### src/rtl/frame_buffer_writer.sv
// Write port for the 160x120 1-bit VGA frame buffer: single-pixel writes, full-screen fills
// that can wait for vertical sync, and the colour register read by the VGA generator.
module frame_buffer_writer #(
  parameter int          H_PIXELS        = 160,
  parameter int          V_PIXELS        = 120,
  parameter logic [15:0] DEFAULT_COLOURS = 16'hFF00,
  parameter bit          FILL_ON_VSYNC   = 1'b1
) (
  input  logic        CLK,
  input  logic        RESET,
  input  logic        CMD_VALID,
  output logic        CMD_READY,
  input  logic [1:0]  CMD_OP,
  input  logic [7:0]  CMD_X,
  input  logic [6:0]  CMD_Y,
  input  logic [15:0] CMD_DATA,
  input  logic        VGA_VS,
  output logic [14:0] BUF_ADDR,
  output logic        BUF_DATA,
  output logic        BUF_WE,
  output logic [15:0] CONFIG_COLOURS,
  output logic        BUSY,
  output logic        ERR
);
  localparam logic [7:0] X_LAST     = 8'(H_PIXELS - 1);
  localparam logic [6:0] Y_LAST     = 7'(V_PIXELS - 1);
  localparam logic [1:0] OP_WRITE   = 2'b00;
  localparam logic [1:0] OP_FILL    = 2'b01;
  localparam logic [1:0] OP_COLOURS = 2'b10;

  typedef enum logic [1:0] {IDLE, WAIT_VS, FILL} state_t;

  state_t      state_q, state_d;
  logic [14:0] buf_addr_q, buf_addr_d;
  logic        buf_data_q, buf_data_d;
  logic        buf_we_q, buf_we_d;
  logic [15:0] colours_q, colours_d;
  logic        busy_q, busy_d;
  logic        err_q, err_d;
  logic        vs_q;
  logic [7:0]  fx_q, fx_d;
  logic [6:0]  fy_q, fy_d;
  logic        fill_val_q, fill_val_d;

  logic cmd_fire;
  logic vs_fall;

  assign CMD_READY      = (state_q == IDLE);
  assign cmd_fire       = CMD_VALID & CMD_READY;
  // vs_q only tracks the pin, so a sync already low when WAIT_VS is entered never looks like a fall
  assign vs_fall        = vs_q & ~VGA_VS;

  assign BUF_ADDR       = buf_addr_q;
  assign BUF_DATA       = buf_data_q;
  assign BUF_WE         = buf_we_q;
  assign CONFIG_COLOURS = colours_q;
  assign BUSY           = busy_q;
  assign ERR            = err_q;

  always_comb begin
    state_d    = state_q;
    buf_addr_d = buf_addr_q;
    buf_data_d = buf_data_q;
    buf_we_d   = 1'b0;
    colours_d  = colours_q;
    err_d      = 1'b0;
    fx_d       = fx_q;
    fy_d       = fy_q;
    fill_val_d = fill_val_q;

    case (state_q)
      IDLE: begin
        if (cmd_fire) begin
          case (CMD_OP)
            OP_WRITE: begin
              if (CMD_X <= X_LAST && CMD_Y <= Y_LAST) begin
                buf_we_d   = 1'b1;
                buf_addr_d = {CMD_Y, CMD_X};
                buf_data_d = CMD_DATA[0];
              end else begin
                err_d = 1'b1;
              end
            end
            OP_FILL: begin
              fill_val_d = CMD_DATA[0];
              fx_d       = '0;
              fy_d       = '0;
              state_d    = FILL_ON_VSYNC ? WAIT_VS : FILL;
            end
            OP_COLOURS: colours_d = CMD_DATA;
            default:    err_d = 1'b1;
          endcase
        end
      end
      WAIT_VS: begin
        if (vs_fall) state_d = FILL;
      end
      FILL: begin
        buf_we_d   = 1'b1;
        buf_addr_d = {fy_q, fx_q};
        buf_data_d = fill_val_q;
        if (fx_q == X_LAST) begin
          fx_d = '0;
          if (fy_q == Y_LAST) state_d = IDLE;
          else                fy_d = fy_q + 7'd1;
        end else begin
          fx_d = fx_q + 8'd1;
        end
      end
      default: state_d = IDLE;
    endcase

    busy_d = (state_d != IDLE);
  end

  always_ff @(posedge CLK or posedge RESET) begin
    if (RESET) begin
      state_q    <= IDLE;
      buf_addr_q <= '0;
      buf_data_q <= 1'b0;
      buf_we_q   <= 1'b0;
      colours_q  <= DEFAULT_COLOURS;
      busy_q     <= 1'b0;
      err_q      <= 1'b0;
      vs_q       <= 1'b1;
      fx_q       <= '0;
      fy_q       <= '0;
      fill_val_q <= 1'b0;
    end else begin
      state_q    <= state_d;
      buf_addr_q <= buf_addr_d;
      buf_data_q <= buf_data_d;
      buf_we_q   <= buf_we_d;
      colours_q  <= colours_d;
      busy_q     <= busy_d;
      err_q      <= err_d;
      vs_q       <= VGA_VS;
      fx_q       <= fx_d;
      fy_q       <= fy_d;
      fill_val_q <= fill_val_d;
    end
  end
endmodule

### config.mk
export PLATFORM = sky130hd
export DESIGN_NAME = frame_buffer_writer
export DESIGN_NICKNAME = d
export VERILOG_FILES = /design/src/rtl/frame_buffer_writer.sv
export SDC_FILE = /design/constraint.sdc
export NUM_CORES = 1
export LEC_CHECK = 0
export CAP_MARGIN = 20
export CORE_MARGIN = 4
export CORE_UTILIZATION = 43
export CTS_CLUSTER_DIAMETER = 120
export DETAILED_ROUTE_END_ITERATION = 16
export HOLD_SLACK_MARGIN = 0.05
export PLACE_DENSITY = 0.85
export SETUP_SLACK_MARGIN = 0.5
export SLEW_MARGIN = 10
export SYNTH_ARGS = -nofsm -noshare
export SYNTH_HDL_FRONTEND = slang
export SYNTH_SLANG_ARGS = --single-unit
### constraint.sdc
create_clock -name CLK -period 1.57 [get_ports CLK]
set_input_delay 0.314 -clock CLK [delete_from_list [all_inputs] [get_ports CLK]]
set_output_delay 0.314 -clock CLK [all_outputs]
set_load 0.01 [all_outputs]
==> results of run 1 <==
[report_power, final]
group | internal (mW) | leakage [nW] | switching [mW]
Sequential | 2.00 | 0.660 | 0.498
Combinational | 2.65 | 1.38 | 2.11
Clock | 0.477 | 0.0514 | 0.491
[metal layers]
metal | vias to the layer above | share of wire | track usage
li1 | 1105 | - | -
met1 | 1444 | 0.38 | 0.3026
met2 | 222 | 0.49 | 0.4776
met3 | 75 | 0.071 | 0.04416
met4 | 0 | 0.059 | 0.08201
met5 | - | 0 | 0
[cell type report]
| type | count | area share |
|---|---|---|
| inverter | 5 | 0.008602 |
| clock inverter | 2 | 0.008065 |
| tap | 72 | 0.01935 |
| multi-input combinational | 155 | 0.3497 |
| timing repair buffer | 151 | 0.3048 |
| sequential | 54 | 0.2938 |
| clock buffer | 6 | 0.01559 |
[worst reg2reg max path: cells and delay by family, from the launching register on]
family	cells	cell delay (ns)
AND/OR/NAND/NOR	2	0.88
flip-flops	1	0.43
AO/OA/AOI/OAI	2	0.42
[metrics by stage]
stage	setup TNS, ns	utilization	cells	setup slack, ns	hold WS, ns
2_1_floorplan	-0.001769	-	224	-0.0008845	0.3185
3_3_place_gp	-19.08	0.6524	386	-0.5624	0.4619
3_5_place_dp	-21.36	0.6524	386	-0.5836	0.4731
4_1_cts	-0.02630	0.7445	422	-0.02324	0.4347
5_1_grt	-1.674	0.8300	445	-0.2234	0.4636
6_report	-1.751	0.8300	445	-0.2246	0.4191
[placed cells by master, fill, tap and decap left out, types with 4 or more instances in the layout]
cell	Yosys	final
o21ai_2	0	13
nand2b_4	0	7
dfrtp_2	0	4
dfrtp_1	45	41
o221a_4	0	5
a21oi_2	1	4
buf_6	1	35
nor2_4	0	5
mux2i_1	9	6
nand2_1	21	12
buf_2	5	20
nand2b_1	11	4
buf_12	0	7
mux2_4	0	16
buf_4	1	51
and3_4	0	4
dfstp_2	9	9
nor2_1	14	4
clkbuf_8	0	5
nand4_1	4	4
nor2_2	0	5
clkdlybuf4s50_1	0	26
nand2_2	0	4
nand2_4	0	4
dlygate4sd2_1	0	7
o21ai_1	4	4
[flip-flops by register name, summed over array words and instances (netlist names), 2 cells and up]
signal,count
state_q,2
BUF_ADDR,15
fx_q,8
fy_q,7
CONFIG_COLOURS,16
[timing repair]
| action | in CTS | in global routing |
|---|---|---|
| endpoints found under the setup margin | 89 | 89 |
| gates resized for setup | 250 | 67 |
| buffers inserted | 28 | 22 |
| hold buffers | 0 | 0 |
| endpoints found under the hold margin | 0 | 0 |
| pin swaps | 29 | 18 |
| gates cloned | 0 | 1 |
[path summary, 6_finish.rpt]
kind / endpoint / cells after the start
worst min-delay path: BUF_ADDR[14] / 3
max in group asynchronous: vs_q / 3
worst min register to register: state_q[1] / 2
min in group CLK: vs_q / 1
worst max register to register: fy_q[4] / 4
worst max-delay path: fy_q[4] / 4
[synthesized netlist by cell type (all sizes together), types with 3 or more instances]
cell / n / share of area
buf: 7 / 0.017
inv: 5 / 0.0074
nand2: 21 / 0.031
nand2b: 11 / 0.027
o21ai: 17 / 0.034
o31ai: 3 / 0.0089
dfrtp: 45 / 0.45
ha: 5 / 0.025
nand3: 7 / 0.014
and3: 4 / 0.010
nand4: 4 / 0.0099
a21oi: 7 / 0.015
or4: 3 / 0.0089
nor2b: 3 / 0.0074
clkbuf: 3 / 0.0045
xnor2: 3 / 0.010
mux2i: 9 / 0.036
mux2: 16 / 0.071
nor2: 14 / 0.021
dfstp: 9 / 0.094
o221a: 6 / 0.027
[cell families after synthesis]
family | Yosys count | synth area share
AO/OA/AOI/OAI | 44 | 0.1296
buffers and inverters | 15 | 0.02919
XOR/XNOR | 3 | 0.01039
AND/OR/NAND/NOR | 78 | 0.1603
multiplexers | 25 | 0.1069
flip-flops | 54 | 0.5388
adder cells (fa/ha/maj) | 5 | 0.02474
==> summary.md, run 1 <==
| Metric | Value |
|---|---|
| Outcome | finished, violations left |
| Failing checks | negative setup slack |
| Post-Synthesis Cell Area | 2529 µm² |
| Post-layout instance area | 4654 µm² |
| CTS tree | done |
| Delay-heaviest family, CP | simple AND/OR/NAND/NOR gates |
| Dpl cell area | 3659 µm² |
| Core ar. | 5608 µm² |
| Worst path max stage delay | 0.47 ns |
| Flops & latches, synth | 54 |
| Cts bufs inserted | 5 |
| Slowest stage cell, crit path | or4_1 |
| ANT nets after route | 0 |
| Worst-Skew Late Latency | 0.32 ns |
| FP Rows | 27 |
| Largest net degree at the start of global routing | 55 |
| Initial antenna violation count | 0 |
| DIE AREA | 7172 µm² |
| Worst vdd ir | 1062 µV |
| Hold Crit Class | input port to async pin |
| Setup Skew | 0.02119 ns |
| Area grow syn2layout | 84.07% |
| Remaining Overflow, GRT | 0 |
| Routed len/inst | 28.18 µm |
| Share of synthesized flip-flops with an asynchronous set or reset | 1.000 |
| Max_slew headroom | 0.6766 |
| Power Dens Cells | 1766 nW/µm² |
| Share of cells above drive strength 1 | 0.6327 |
| Clock Tree Root | clkbuf_8 |
| PnR worst setup slack | -0.2246 ns |
| Post-synth EDFFs | 0 |
| Syn_nets | 266 |
| Final min period | 1.795 ns |
| Max-Cap Viols | 0 |
| Chip Height | 84.69 µm |
| Area of the multi-input gates | 1628 µm² |
| Total track usage | 0.2586 |
| Worst Path Max Fanout | 6 |
| Clock slew seen by the registers of the worst setup and hold paths | 0.11 ns |
| CP Class | flip-flop to flip-flop |
| DR vias/cell | 6.396 |
| Startpoint Class | flip-flop |
| Origin of the critical flop-to-flop path | fx_q[5] |
| FMAX | 557.2 MHz |
| Average size of a mapped cell | 11.29 µm² |
| Max-slew violation count | 0 |
| Antenna diodes | 0 |
| RSZ-0062 raised after global routing | true |
| Final worst-path cycle share | 1.143 |
| H-tree levels | 2 |
| Slew @ Worst Pin | 0.4834 ns |
| Drt total wl | 12,540 µm |
| Input/output buffers | 72 |
| Critical path cell sequence | nor2_1, a41oi_4, or4_1, a21oi_1 |
| Total Power | 8.219 mW |
| Fin nets | 414 |
| Mapped Cells | 224 |
| Die Wd | 84.69 µm |
| Endpoints failing hold | 0 |
| Final setup fails | 15 |
| Initial Util | 0.4509 |
| Critical Path RT | 1.82 ns |
| Sequential cell area | 1368 µm² |
| Bufs on Longest Clock Path | 2 |
| Top_reg_cell synth | dfrtp_1 |
| Worst Path Buf+Inv | 0 |
| FF-to-FF setup slack | -0.22 ns |
| Vias in the first global route | 2,576 |
| Crit path from | fx_q[5] |
| First-pass GRT wire length | 14,450 µm |
| Dpl hpwl | 5105 µm |
| Layout fillers | 216 |
| Starting DRT DRC Count | 436 |
| CP Capture Type | flip-flop |
| DRC viols | 0 |
| I/O pins | 73 |
| First-pass iteration count of the detailed router | 5 |
| Leakage | 2.094 nW |
| Post-synth cell types | 45 |
| Arrival time worst endpoint | 2.05 ns |
| RD Place Congestion | 0.7941 |
| DR vias | 2,846 |
| Register area share after synthesis | 0.5388 |
| Yosys warning count | 0 |
| Clock Sinks | 54 |
Power figures use the tool's default switching activity.
==> inputs of run 2 (changes only) <==
Settings changed: CAP_MARGIN 20 to not set, GPL_ROUTABILITY_DRIVEN set to 1.
==> results of run 2 <==
Same layout as run 1: the final DEF is identical, and so are final timing and power.
==> inputs of run 3 (changes only) <==
Settings changed: CTS_CLUSTER_SIZE set to 12.
==> results of run 3 <==
Same layout as run 1: the final DEF is identical, and so are final timing and power.
